<file path="config.mk">
export PLATFORM = sky130hd
export DESIGN_NAME = jkff_monitor_flat
export DESIGN_NICKNAME = d
export VERILOG_FILES = /design/src/rtl/jkff_monitor_if.sv /design/src/rtl/jkff_monitor.sv /design/src/flat_wrapper.sv
export SDC_FILE = /design/constraint.sdc
export NUM_CORES = 1
export LEC_CHECK = 0
export CORE_UTILIZATION = 40
export CTS_CLUSTER_SIZE = 24
export DETAILED_ROUTE_END_ITERATION = 10
export DONT_BUFFER_PORTS = 1
export PLACE_DENSITY = 0.59
export SYNTH_ARGS = -nofsm -noshare
export SYNTH_HDL_FRONTEND = slang
export SYNTH_SLANG_ARGS = --single-unit
export TNS_END_PERCENT = 1
</file>
<file path="constraint.sdc">
create_clock -name clk -period 1.5 [get_ports clk]
set_input_delay 0.375 -clock clk [delete_from_list [all_inputs] [get_ports clk]]
set_output_delay 0.375 -clock clk [all_outputs]
set_load 0.005 [all_outputs]
</file>
<file path="src/rtl/jkff_monitor_if.sv">
// Signal bundle between a monitored JK flip-flop tap and its checker.
// The checker sees J/K/Q plus control; everything else is checker output.
interface jkff_monitor_if #(parameter int CNT_W = 8);
  logic             en;
  logic             clr;
  logic             J;
  logic             K;
  logic             Q;
  logic             mismatch;
  logic             err_sticky;
  logic [CNT_W-1:0] err_cnt;
  logic [CNT_W-1:0] toggle_cnt;
  logic [1:0]       last_op;
  logic             synced;

  modport master (
    output en, clr, J, K, Q,
    input  mismatch, err_sticky, err_cnt, toggle_cnt, last_op, synced
  );

  modport slave (
    input  en, clr, J, K, Q,
    output mismatch, err_sticky, err_cnt, toggle_cnt, last_op, synced
  );
endinterface

</file>
<file path="src/rtl/jkff_monitor.sv">
// Cycle-accurate JK flip-flop checker: predicts Q from last edge's J/K/Q,
// flags and counts mismatches, and counts toggle operations.
module jkff_monitor #(
  parameter int CNT_W = 8
) (
  input  logic         clk,
  input  logic         rst_n,
  jkff_monitor_if.slave mon
);

  typedef enum logic [1:0] {IDLE, PRIME, TRACK} state_t;

  localparam logic [CNT_W-1:0] CNT_MAX = '1;
  localparam logic [CNT_W-1:0] CNT_ONE = CNT_W'(1);

  state_t           state_q, state_d;
  logic             j_q, k_q, q_q;
  logic             mm_q, mm_d;
  logic             sticky_q, sticky_d;
  logic [CNT_W-1:0] ecnt_q, ecnt_d;
  logic [CNT_W-1:0] tcnt_q, tcnt_d;
  logic [1:0]       lop_q, lop_d;
  logic             exp_q;
  logic             mis;

  assign exp_q = (j_q & ~k_q) | (~j_q & ~k_q & q_q) | (j_q & k_q & ~q_q);
  // An unknown Q makes mis X; the if() below then takes the no-mismatch path.
  assign mis   = (mon.Q != exp_q);

  always_comb begin
    state_d  = state_q;
    mm_d     = 1'b0;
    sticky_d = sticky_q;
    ecnt_d   = ecnt_q;
    tcnt_d   = tcnt_q;
    lop_d    = lop_q;
    case (state_q)
      IDLE:  if (mon.en) state_d = PRIME;
      PRIME: state_d = mon.en ? TRACK : IDLE;
      TRACK: begin
        if (!mon.en) begin
          state_d = IDLE;
        end else begin
          if (mis) begin
            mm_d     = 1'b1;
            sticky_d = 1'b1;
            if (ecnt_q != CNT_MAX) ecnt_d = ecnt_q + CNT_ONE;
          end
          if (j_q && k_q && tcnt_q != CNT_MAX) tcnt_d = tcnt_q + CNT_ONE;
          lop_d = {j_q, k_q};
        end
      end
      default: state_d = IDLE;
    endcase
    // Clear dominates any compare result; re-priming keeps stale history out.
    if (mon.clr) begin
      mm_d     = 1'b0;
      sticky_d = 1'b0;
      ecnt_d   = '0;
      tcnt_d   = '0;
      lop_d    = 2'b00;
      state_d  = mon.en ? PRIME : IDLE;
    end
  end

  always_ff @(posedge clk or negedge rst_n) begin
    if (!rst_n) begin
      state_q  <= IDLE;
      j_q      <= 1'b0;
      k_q      <= 1'b0;
      q_q      <= 1'b0;
      mm_q     <= 1'b0;
      sticky_q <= 1'b0;
      ecnt_q   <= '0;
      tcnt_q   <= '0;
      lop_q    <= 2'b00;
    end else begin
      state_q  <= state_d;
      j_q      <= mon.J;
      k_q      <= mon.K;
      q_q      <= mon.Q;
      mm_q     <= mm_d;
      sticky_q <= sticky_d;
      ecnt_q   <= ecnt_d;
      tcnt_q   <= tcnt_d;
      lop_q    <= lop_d;
    end
  end

  assign mon.mismatch   = mm_q;
  assign mon.err_sticky = sticky_q;
  assign mon.err_cnt    = ecnt_q;
  assign mon.toggle_cnt = tcnt_q;
  assign mon.last_op    = lop_q;
  assign mon.synced     = (state_q == TRACK);

endmodule

</file>
<file path="src/flat_wrapper.sv">
// flat-port wrapper written by rule: the top's interface ports become plain ports
module jkff_monitor_flat 
#(
  parameter int CNT_W = 8
)
  (clk, rst_n, mon_en, mon_clr, mon_J, mon_K, mon_Q, mon_mismatch, mon_err_sticky, mon_err_cnt, mon_toggle_cnt, mon_last_op, mon_synced);
  jkff_monitor_if #(.CNT_W(CNT_W)) mon_i ();
  input  logic clk;
  input  logic rst_n;
  input wire logic [$bits(mon_i.en)-1:0] mon_en;
  input wire logic [$bits(mon_i.clr)-1:0] mon_clr;
  input wire logic [$bits(mon_i.J)-1:0] mon_J;
  input wire logic [$bits(mon_i.K)-1:0] mon_K;
  input wire logic [$bits(mon_i.Q)-1:0] mon_Q;
  output wire logic [$bits(mon_i.mismatch)-1:0] mon_mismatch;
  output wire logic [$bits(mon_i.err_sticky)-1:0] mon_err_sticky;
  output wire logic [$bits(mon_i.err_cnt)-1:0] mon_err_cnt;
  output wire logic [$bits(mon_i.toggle_cnt)-1:0] mon_toggle_cnt;
  output wire logic [$bits(mon_i.last_op)-1:0] mon_last_op;
  output wire logic [$bits(mon_i.synced)-1:0] mon_synced;
  assign mon_i.en = mon_en;
  assign mon_i.clr = mon_clr;
  assign mon_i.J = mon_J;
  assign mon_i.K = mon_K;
  assign mon_i.Q = mon_Q;
  assign mon_mismatch = mon_i.mismatch;
  assign mon_err_sticky = mon_i.err_sticky;
  assign mon_err_cnt = mon_i.err_cnt;
  assign mon_toggle_cnt = mon_i.toggle_cnt;
  assign mon_last_op = mon_i.last_op;
  assign mon_synced = mon_i.synced;
  jkff_monitor #(.CNT_W(CNT_W)) u_core (.clk(clk), .rst_n(rst_n), .mon(mon_i));
endmodule
</file>
== Yosys cells after proc, flatten, opt, wreduce, memory -nomap -nowiden ==
Cells that the tools add are included.
Word-level totals
  register bits: 25
Operators by class
  $add $sub $neg: 2
  eq/ne operators: 7
  muxes and demuxes: 26
  bitwise operators: 10
  reduce and logical (&&, ||, !) cells: 13
Operator list (count)
  2-to-1 mux 8 bit: 9
  adder 8 x 1 -> 8 bit (second input constant): 2
  inequality test 8 bit (second input constant): 2
  2-to-1 mux 2 bit: 7
  nonzero test 2 bit: 5
  2-to-1 mux 1 bit: 9
  inequality test 3 bit (second input constant): 2
  one-hot mux 2 bit (3 select lines): 1
  AND reduction 3 bit: 2
  AND 1 bit: 5
  AND reduction 2 bit: 2
  AND reduction 4 bit: 1
  inverter 1 bit: 3
  equality test 2 x 1 -> 1 bit (second input constant): 1
  equality test 2 bit (second input constant): 1
  logical AND 1 bit: 2
  logical NOT 2 bit: 1
  OR 1 bit: 2
  inequality test 1 bit: 1

== Logic depth before layout (Yosys ltp) ==
  depth in word-level cells: 10
  mapped depth: 6
  depth with buffers taken out: 6

== Least setup slack after synthesis ==
No wires, ideal clock.
  path type: flip-flop to flip-flop
  from: register u_core.ecnt_q[0], in the netlist u_core.mon.err_cnt[0]
  to: register u_core.ecnt_q[5], in the netlist u_core.mon.err_cnt[5]
  setup time: 78 ps
  data arrival time: 1601 ps
  data required time: 1422 ps
  slack: -179 ps
  cell stages (with the launch flop): 7
  buffers on the path: 0
  clock period less this slack: 1679 ps
  cells stage by stage: dfrtp_1 -> ha_1 -> nand2_1 -> or3_1 -> o211ai_4 -> or4_1 -> a21oi_1
Between the ends
  cells in the longest elaborated chain, start to end: 6
  elaborated cells between the ends (all ways): 9
Ends and longest elaborated chain
  start: declaration: line jkff_monitor.sv:20  | logic [CNT_W-1:0] ecnt_q, ecnt_d;
  start signal: assignment: line jkff_monitor.sv:84  | ecnt_q <= ecnt_d;
  adder 8 x 1 -> 8 bit: line jkff_monitor.sv:47  | if (ecnt_q != CNT_MAX) ecnt_d = ecnt_q + CNT_ONE;
  2-to-1 mux 8 bit: line jkff_monitor.sv:47
  2-to-1 mux 8 bit: line jkff_monitor.sv:44  | if (mis) begin
  2-to-1 mux 8 bit: line jkff_monitor.sv:41  | if (!mon.en) begin
  2-to-1 mux 8 bit: line jkff_monitor.sv:37  | case (state_q)
  2-to-1 mux 8 bit: line jkff_monitor.sv:56  | if (mon.clr) begin
Several ways; a longest one is shown, not always the timed one. The select of a mux whose other input is x is not followed.
A chain may end at the register's enable or synchronous reset.

== Worst setup path after layout ==
Same ends and word-level chain as after synthesis.

==> summary by stage <==
Routing
The detailed router finished its first iteration with 28 violations. The via total after detailed routing is 969. The total iterations of the first detailed-routing run is 4. The DRC violation count after routing is 0. Dividing the detail-routed wire length by the instance count gives 14.34 um. Dividing the detail-routed via count by the number of cells gives 5.475. The routed design has 2539 um of wire. Once detail routing completed, the nets flagged for antenna violations numbered 0.

GRT
The global routing usage on met3 is 3.687%. Global routing consumed, on the met2 layer, 28.74% of the routing resources. The final global-route overflow total is 0. The overall routing resource usage is 18.63%.

Entering global routing, the biggest net connects 26 pins. After global routing, the most crowded layer is met2. The global-route wire length before repair is 4616 um. The initial antenna violation count came to 0.

Global routing consumed, on the met1 layer, 25.75% of the routing resources. The number of global-route vias before repair is 966.

Yosys
The post-synthesis area per instance is 10.39 um^2. For this run, the register share of the synthesized area comes to 52.80%. The largest family of logic cells by synthesized area is simple AND/OR/NAND/NOR gates. Summing the areas of all compound-gate instances in the mapped netlist gives 13.73% of the synthesized area.

The cell count after synthesis came out at 114. The largest total area in the synthesized netlist belongs to sky130_fd_sc_hd__dfrtp_1. The proportion of synthesized area in mux cells is 1.690%. After Yosys synthesis, XOR and XNOR cells account for 5.913% of the synthesized area. Yosys mapped a number of flops with a built-in enable equal to 0. The warning count from the yosys run is 0.

The share of Yosys cell area claimed by the top area cell type is 52.80%. Synthesis produced a netlist with a net count of 123. The synthesis-stage register bit count is 25.

The share of synthesized cell area in and, or, nand and nor gates is 21.44%. Yosys mapped the design onto 35 distinct sky130hd cell types. The post-synthesis async set-or-reset flop share is 100.0%.

The post-synth design cell area is 1185 um^2. Of the total synthesized cell area, the portion taken by full adders, half adders and majority gates is 2.112%. In the post-synthesis netlist, the biggest area contributors are sky130_fd_sc_hd__dfrtp_1, sky130_fd_sc_hd__xor2_1, sky130_fd_sc_hd__nor2_1. For this run, the leading register cell type out of synthesis is sky130_fd_sc_hd__dfrtp_1.

Timing
The final count of negative-setup-slack endpoints is 8. For the final database, setup skew stands at 0.006080 ns. The final critical path time including I/O delays and setup is 1.618 ns. The count of endpoints failing hold in the final timing report is 0. The maximum clock frequency is 618.1 MHz. The slew of the pin with the lowest slew margin is 0.3884 ns. After layout, the worst setup slack is -0.1180 ns. The number of max-slew violations in the final report is 0. The post-route fraction of the period consumed by the critical path is 107.9%. The relative slew slack is 73.93%.

Setup repair after global routing could not meet its margin everywhere. The final-layout setup total negative slack is -0.3700 ns.

Floorplan
The overall die width is 56.43 um. The area of the core is 2781 um^2. The floorplan step defined a die boundary enclosing 3184 um^2. The vertical die dimension is 56.43 um.

The number of placement rows is 19. For this design the top-level I/O count stands at 28. The starting density of the core is 42.60%.

Outcome
The run finished, with violations left. The checks that failed: negative setup slack.

CTS
The clock latency on the worst-skew pair is 0.32 ns. CTS saw 25 sinks. The CTS tree is built.

The root buffer cell chosen for the clock tree is sky130_fd_sc_hd__clkbuf_4. In this run, CTS created clock tree buffers numbering 3. The CTS H-tree depth is 1. The deepest clock path buffer count is 2. Clock-pin slew was measured on the worst setup and hold paths at 0.14 ns.

Finish
Relative to the synthesized area, the layout overhead comes to 28.62%. The fraction of layout instances using a drive strength above 1 is 33.56%. The finished cells cover 1524 um^2. The number of nets in the final layout is 156. The repair_antennas step left the layout with diodes totalling 0.

Power and ir drop
Summed over all cells, the static leakage comes to 0.6819 nW. VDD sags by at most 541.4 uV. The power per unit of standard cell area is 703.5 nW/um^2.

Setup path
Data arrives at the worst endpoint at 1.88 ns. The setup check on the worst reg-to-reg path leaves a slack of -0.12 ns. The cell with the largest stage delay on the worst path is sky130_fd_sc_hd__or4_4. The largest fanout of any net on the critical path is 8. Data on the critical path is required at its endpoint by 1.76 ns.

The peak per-stage delay on the critical path is 0.50 ns. The capturing element type of the critical path is a flip-flop. Traced cell by cell, the critical path runs through ha_2 > nand2_2 > or3_4 > o211ai_4 > or4_4 > a21oi_2. The critical path class is flip-flop to flip-flop. The critical path startpoint category is a flip-flop.

Placed design
Port buffering added 0 buffers. Summing all placed instances gives a cell area of 1431 um^2. The routability congestion estimate from global placement is 0.7394.

Detailed placement ended at an HPWL of 1858 um.

Job
The reported max-cap violation count is 0.

Hold path
In this run the worst hold path is classified as input pin to flip-flop.
==> path summary, 6_finish.rpt <==
check	endpoint	startpoint	cells after the start
setup / recovery	u_core.mon.err_cnt[5]	u_core.mon.err_cnt[0]	6
hold reg to reg	u_core.mon.err_sticky	u_core.mon.err_sticky	2
hold / removal	u_core.k_q	mon_K	0
min in group asynchronous	u_core.state_q[0]	rst_n	2
max in group asynchronous	u_core.mon.err_cnt[1]	rst_n	2
setup reg to reg	u_core.mon.err_cnt[5]	u_core.mon.err_cnt[0]	6
==> critical path, delay by kind of cell (launching register included) <==
kind / cells / cell delay, ns
simple gates: 3 / 0.70
fa+ha+maj: 1 / 0.20
compound gates: 2 / 0.25
flops: 1 / 0.41
==> state kept, by name (all words and copies together) (netlist names), 2 cells and up <==
signal	cells
u_core.state_q	2
u_core.mon.last_op	2
u_core.mon.toggle_cnt	8
u_core.mon.err_cnt	8
==> cell families after synthesis <==
logic type,count (synthesis)
AO/OA/AOI/OAI,23
XOR/XNOR,8
adder cells (fa/ha/maj),2
buffers and inverters,7
flip-flops,25
multiplexers,2
AND/OR/NAND/NOR,47
==> cell usage in the layout, fill, tap and decap left out, types with 2 or more instances in the layout <==
cell type and n:
sky130_fd_sc_hd__buf_4 27, sky130_fd_sc_hd__dfrtp_1 25, sky130_fd_sc_hd__nor2_1 11, sky130_fd_sc_hd__nand2_1 9, sky130_fd_sc_hd__a21oi_1 7, sky130_fd_sc_hd__nand4_1 5
sky130_fd_sc_hd__xor2_1 5, sky130_fd_sc_hd__inv_1 4, sky130_fd_sc_hd__or3_1 4, sky130_fd_sc_hd__nand3_1 4, sky130_fd_sc_hd__o21ai_0 3, sky130_fd_sc_hd__xnor2_1 3
sky130_fd_sc_hd__clkbuf_4 3, sky130_fd_sc_hd__o21ai_1 2, sky130_fd_sc_hd__mux2i_1 2, sky130_fd_sc_hd__and3_1 2, sky130_fd_sc_hd__nor3_2 2, sky130_fd_sc_hd__buf_6 2
==> metal layers <==
layer | vias to the layer above | share of wire [%]
li1 | 472 | -
met1 | 481 | 48
met2 | 14 | 48
met3 | 2 | 3.3
met4 | 0 | 0.71
met5 | - | 0
==> area by class of cell <==
cell class / count / area [um^2]
timing repair buffer: 31 / 255.2
multi-input combinational: 82 / 559.3
tap: 31 / 38.79
clock inverter: 1 / 7.507
fill: 256 / 1257
clock buffer: 3 / 22.52
inverter: 4 / 15.01
sequential: 25 / 625.6
==> synth_stat cells (2+ instances only) <==
master	number
sky130_fd_sc_hd__clkbuf_1	2
sky130_fd_sc_hd__nor3_1	2
sky130_fd_sc_hd__dfrtp_1	25
sky130_fd_sc_hd__and3_1	2
sky130_fd_sc_hd__mux2i_1	2
sky130_fd_sc_hd__inv_1	4
sky130_fd_sc_hd__nand4_1	5
sky130_fd_sc_hd__nor2_1	11
sky130_fd_sc_hd__a21oi_1	8
sky130_fd_sc_hd__xnor2_1	3
sky130_fd_sc_hd__or3_1	5
sky130_fd_sc_hd__nand2_1	10
sky130_fd_sc_hd__nand3_1	4
sky130_fd_sc_hd__o21ai_0	5
sky130_fd_sc_hd__ha_1	2
sky130_fd_sc_hd__xor2_1	5
==> power by group <==
group          switching (W)  internal, W  total (W)
Sequential        0.00000556     0.000684   0.000689
Combinational      0.0000392    0.0000359  0.0000751
Clock               0.000206     0.000102   0.000308
Total               0.000251     0.000821    0.00107
==> per-stage QoR <==
step / setup WS, ns / hold slack [ns] / power [W] / cells / utilization [%]
final: -0.1180 / 0.06438 / 0.001072 / 177 / 54.79
after global routing: -0.1989 / 0.02755 / 0.001132 / 177 / 54.79
after CTS: -0.09460 / 0.04299 / 0.001095 / 176 / 53.89
after detailed placement: -0.2181 / 0.08005 / 0.0007531 / 170 / 51.46
after global placement: -0.1553 / 0.07993 / 0.0007522 / 170 / 51.46
after floorplan: -0.06178 / 0.07941 / 0.0007401 / 114 / -
==> what timing repair did <==
| action | 4_1_cts | 5_1_grt |
|---|---|---|
| pin swaps | 3 | 6 |
| endpoints found under the setup margin | 14 | 18 |
| hold buffers | 2 | 0 |
| setup buffers | 0 | 1 |
| resized for setup | 4 | 7 |
| endpoints found under the hold margin | 25 | 0 |
Note: power is estimated with default switching activity, not from simulation.
==> patch 1 (config.mk and constraints unchanged) <==
`CNT_W` is set to 8 in 3 places; all go to 9.
--- a/src/rtl/jkff_monitor_if.sv
+++ b/src/rtl/jkff_monitor_if.sv
@@ -2,3 +2,3 @@
 // The checker sees J/K/Q plus control; everything else is checker output.
-interface jkff_monitor_if #(parameter int CNT_W = 8);
+interface jkff_monitor_if #(parameter int CNT_W = 9);
   logic             en;
--- a/src/rtl/jkff_monitor.sv
+++ b/src/rtl/jkff_monitor.sv
@@ -3,3 +3,3 @@
 module jkff_monitor #(
-  parameter int CNT_W = 8
+  parameter int CNT_W = 9
 ) (
--- a/src/flat_wrapper.sv
+++ b/src/flat_wrapper.sv
@@ -3,3 +3,3 @@
 #(
-  parameter int CNT_W = 8
+  parameter int CNT_W = 9
 )
Interface: changed (resized mon_err_cnt and mon_toggle_cnt); port bits go from 28 to 30. The function was not compared with the original's and may differ.
==> patch 1 against the unedited design <==
  * The run still ends with negative setup slack left
  * Design area up 11%
  * Routed wire length up 0.98%
  * Synthesized area up 10%
  * Critical path type unchanged
  * Setup slack worse by 0.18 ns
  * Sequential cell count up 2
  * First-iteration DRC count down 43%
  * Power up 6.5%
  * Worst hold slack worse by 0.0067 ns
==> patch 1: results (changes against the unedited design) <==
The worst hold-check slack was 0.0577 ns (-0.00665 ns). The tools report the worst hold path endpoint as u_core.j_q. The run gives -2.31 ns (-1.94 ns) as the total negative slack.

The run gives 42.4% (-0.20 points) as the initial core utilization. Maximum number of pins on one net before global-route repair: 28 (+7.7%). The run gives 2.06 ns (+0.18 ns) as the critical path data arrival time.

For the minimum setup slack after placement, the log shows -0.270 ns (-0.0516 ns). The overall routing resource usage came out at 16.3% (-2.3 points). Placed wire-length estimate: 1880 um (+1.4%). The run gives 676 um2 (+8.0%) as the combined flip-flop and latch cell area. The tree is rooted in a clkbuf_4. The logs give 0.00665 ns (+0.000570 ns) for the worst clock skew on the final layout and 28 (-20%) for the count of unique library cells instantiated by Yosys.

For the worst path setup slack after routing, the log shows -0.293 ns (-0.175 ns). The number of failing setup endpoints in the final timing report was 15 (+7); the final weighted congestion in routability-driven placement was 0.708 (-4.2%). The count of filler cells inserted in the layout is 281 (+9.8%).

Post-synth net total: 129 (+4.9%). The worst register-to-register path begins at u_core.mon.err_cnt[3]. The number of placed instances, taps included is 190 (+12%), and the proportion of synthesized chip area in sequential cells is 51.8% (-1.0 points). The transition time of the tightest slew-check pin was 0.271 ns (-0.117 ns).

The cell area after placement is 0.00160 mm2 (+11%), and the number of vias per cell after detailed routing is 4.85 (-11%). The tools report the start point of the worst hold path as mon_J. The share of the synthesized area in the top cell type was 51.8% (-1.0 points); the number of nets at the end of the flow was 164 (+5.1%). The antenna cell count was 0 (unchanged). The number of cells traversed by the worst register-to-register path was 9 (+3); the leakage dissipation was 0.829 nW (+22%). The minimum period implied by the final worst setup slack is 1.79 ns (+0.175 ns), and the layout cell share with drive strength beyond 1 is 35.5% (+2.0 points).

The run gives 2 (unchanged) as the clock tree buffer depth. The final reports fail on negative setup slack. By count the netlist is led by dfrtp_1, nor2_1, xor2_1, nand2_1, mux2i_1.

The logs give 16 (-43%) for the initial detailed-routing violation count and 196 (+11%) for the final non-filler cell total. Final wirelength: 2560 um (+0.98%). The wire length of the first global-routing pass is 4270 um (-7.5%). The run gives 118 (+3.5%) as the cell count after synthesis.

The run gives 0.526 mV (-2.9%) as the highest ir drop seen on vdd. By area the synthesized netlist is led by dfrtp_1, nor2_1, xor2_1. The number of global-route vias before repair was 958 (-0.83%). The fraction of synthesis flops using an asynchronous set or reset pin was 100% (unchanged). The run finished, with violations left. The largest fanout on the critical path is 4 (-4).
patch 1: cell count changes in the layout (fill, tap and decap cells not counted), sizes merged, moves of 4 or more:
cell / change
a21oi: -5
mux2i: +4
nor2: +12
xor2: +4
patch 1: metal layers:
| metal | vias up | routed length (um) | part of all wire [%] | track usage [%] |
|---|---|---|---|---|
| li1 | 470 | - | - | - |
| met1 | 456 | 1180 | 46 | 21.4 |
| met2 | 23 | 1220 | 48 | 26.3 |
| met3 | 2 | 145 | 5.7 | 3.28 |
| met4 | 0 | 19 | 0.74 | 7.14 |
| met5 | - | 0 | 0 | 0 |
patch 1: cells by family (layout without fill, tap and decap cells):
family | after synthesis | after routing | share of synthesized area [%]
AO/OA/AOI/OAI | 14 | 14 | 7.19
XOR/XNOR | 13 | 13 | 8.72
multiplexers | 6 | 6 | 4.60
flip-flops | 27 | 27 | 51.8
AND/OR/NAND/NOR | 51 | 51 | 23.0
adder cells (fa/ha/maj) | 4 | 4 | 3.84
buffers and inverters | 3 | 37 | 0.863
patch 1: cell type report:
class | instances | area share [%]
clock buffer | 4 | 1.55
inverter | 1 | 0.221
multi-input combinational | 88 | 40.1
sequential | 27 | 39.9
tap | 44 | 3.25
timing repair buffer | 32 | 15.1
patch 1: worst max-delay path by stage:
stage / to / slack [ns]
3_5_place_dp: u_core.mon.err_cnt[7] / -0.27
3_3_place_gp: u_core.mon.err_cnt[7] / -0.21
5_1_grt: u_core.mon.err_cnt[7] / -0.40
4_1_cts: u_core.mon.err_cnt[7] / -0.31
2_1_floorplan: u_core.mon.err_cnt[7] / -0.22
6_report: u_core.mon.err_cnt[5] / -0.29
patch 1: where the power goes:
part           leakage, nW  total [mW]  switching (mW)  internal, mW
Combinational        0.446      0.0802          0.0426        0.0376
Clock               0.0150       0.318           0.214         0.104
Sequential           0.368       0.744         0.00602         0.738
Total                0.829        1.14           0.262         0.879
patch 1: timing repair:
action                                 4_1_cts  5_1_grt
gates resized for setup                      4        6
endpoints found under the hold margin       27        0
pin swaps                                    1        4
hold buffers                                 2        0
setup endpoints to repair                   18       18
patch 1: critical path, stage by stage (launching register included):
cell     delay [ns]
dfrtp_1        0.41
and2_4         0.16
and3_4         0.18
nand2_4        0.07
nor2_1         0.05
ha_2           0.19
nor3_4         0.14
o21ai_2        0.09
or3_1          0.32
a21oi_2        0.12
==> patch 2 (same flow settings) <==
Without the edit above. Encoding of `state_t`: now one-hot (3 bits for 3 states).
--- a/src/rtl/jkff_monitor.sv
+++ b/src/rtl/jkff_monitor.sv
@@ -10,3 +10,3 @@
 
-  typedef enum logic [1:0] {IDLE, PRIME, TRACK} state_t;
+  typedef enum logic [2:0] {IDLE = 3'b001, PRIME = 3'b010, TRACK = 3'b100} state_t;
 
Check against the original RTL: no difference found for any inputs over 10 cycles, from zero or initial values and one cycle with rst_n low; not proved beyond that.
==> patch 2 against the unedited design <==
  * The flow still finishes with violations (negative setup slack)
  * Sequential cell count is 1 higher
  * Synthesized cell count is 7.9% higher
  * Critical path type unchanged
  * Power is 20% higher
  * Combinational power is 11% higher
  * Routed wire length is 5.9% higher
  * First-iteration DRC count is 32% lower
  * Clock skew is 0.0014 ns higher
  * Synthesized area is 9.9% higher
  * Design area is 11% higher
  * Sequential share of layout area is 2.5 points lower
  * Setup slack worse by 0.014 ns
==> patch 2: results (changes against the unedited design) <==
The count of port buffers added during placement is 0 (unchanged), and the layout cell share with drive strength beyond 1 is 39.7% (+6.2 points). The average wire length per cell after detail routing was 13.8 um (-3.9%); the relative slew slack was 77.3% (+3.3 points). The final reports fail on negative setup slack. The worst path setup slack after routing came out at -0.132 ns (-0.0141 ns).

The run gives 0.00152 mm2 (+5.9%) as the cell area after placement. The logs give 9 (+1) for the number of failing setup endpoints in the final timing report and 132 (+7.3%) for the post-synth net total. The count of unique library cells instantiated by Yosys came out at 38 (+8.6%). The count of filler cells inserted in the layout is 282 (+10%), and the number of nets at the end of the flow is 161 (+3.2%). The logs give 195 (+10%) for the final non-filler cell total and 0.705 nW (+3.4%) for the leakage dissipation. The clock transition at the registers of the reported paths was 0.15 ns; the wire length of the first global-routing pass was 4430 um (-4.1%).

The logs give 0.742 (+0.30%) for the final weighted congestion in routability-driven placement and 0.434 mV (-20%) for the highest ir drop seen on vdd. Area growth from synthesis to layout: 30.0%. The overall routing resource usage is 16.5% (-2.2 points), and the number of placed instances, taps included is 187 (+10%). The number of global-route vias before repair was 997 (+3.2%). The run finished, with violations left. The run gives 1910 um (+2.8%) as the placed wire-length estimate.

The logs give 27 (+3.8%) for the maximum number of pins on one net before global-route repair and 50.0% (-2.8 points) for the proportion of synthesized chip area in sequential cells. The tools report the initial detailed-routing violation count as 19 (-32%). The worst clock skew on the final layout was 0.00747 ns (+0.00139 ns).

Average size of a mapped cell: 10.6 um2 (+1.9%). Sorting the synthesized cells by area gives the leading types as dfrtp_1, nor2_1, nand3_1.
patch 2: per-stage QoR:
stage | setup TNS [ns] | setup slack [ns] | power (mW)
2_1_floorplan | -0.474 | -0.103 | 0.776
3_3_place_gp | -0.583 | -0.0968 | 0.778
3_5_place_dp | -0.858 | -0.137 | 0.781
4_1_cts | -0.656 | -0.120 | 1.29
5_1_grt | -1.58 | -0.197 | 1.34
6_report | -0.625 | -0.132 | 1.28
patch 2: cell type report:
cell class | count | share of cell area (%)
clock buffers | 3 | 1.33
multi-input cells | 91 | 40.9
well taps | 44 | 3.25
flip-flops and latches | 26 | 38.5
clock inverters | 1 | 1.77
inverters | 1 | 0.222
repair buffers | 29 | 14.0
patch 2: worst paths after layout:
| check | startpoint | endpoint | slack [ns] |
|---|---|---|---|
| worst max-delay path | u_core.q_q | u_core.mon.err_cnt[3] | -0.13 |
| worst min-delay path | mon_J | u_core.j_q | 0.06 |
| worst max register to register | u_core.q_q | u_core.mon.err_cnt[3] | -0.13 |
| worst min register to register | u_core.mon.err_sticky | u_core.mon.err_sticky | 0.55 |
| max in group asynchronous | rst_n | u_core.state_q[0] | 0.81 |
| min in group asynchronous | rst_n | u_core.mon.err_sticky | 0.46 |
patch 2: cell families (layout without fill, tap and decap cells):
family / count (synthesis) / in the layout / share of synthesized area, %
DFF: 26 / 26 / 50.0
xor gates and xnor gates: 6 / 6 / 4.03
and+or+nand+nor: 55 / 55 / 22.9
muxes: 7 / 7 / 5.76
buffers and inverters: 6 / 34 / 3.65
AOI/OAI and AO/OA: 21 / 21 / 11.7
adders and majority gates: 2 / 2 / 1.92
patch 2: where the power goes:
part	internal [mW]	switching (mW)
logic	0.0412	0.0424
registers	0.712	0.00553
clock network	0.270	0.212
total	1.02	0.260
patch 2: timing repair:
item | CTS | global route
gates resized for setup | 5 | 12
pin swaps | 0 | 5
cloned | 0 | 0
setup buffers | 0 | 2
endpoints found under the setup margin | 15 | 16
endpoints found under the hold margin | 26 | 0
hold buffers | 2 | 0
patch 2: metal layers:
metal  vias to the layer above  share of wire [%]  GRT usage (%)
met5                         -                  0              0
met4                         0               0.63           6.12
met3                         2                5.2           3.28
met2                        30                 50           27.3
met1                       503                 44           21.3
li1                        492                  -              -
patch 2: critical path: stages, from the launching register on:
cell and delay, ns:
dfrtp_1 0.41, buf_4 0.14, nor2_4 0.12, o21a_4 0.16
o21ai_4 0.09, or4_1 0.51, a21oi_1 0.13
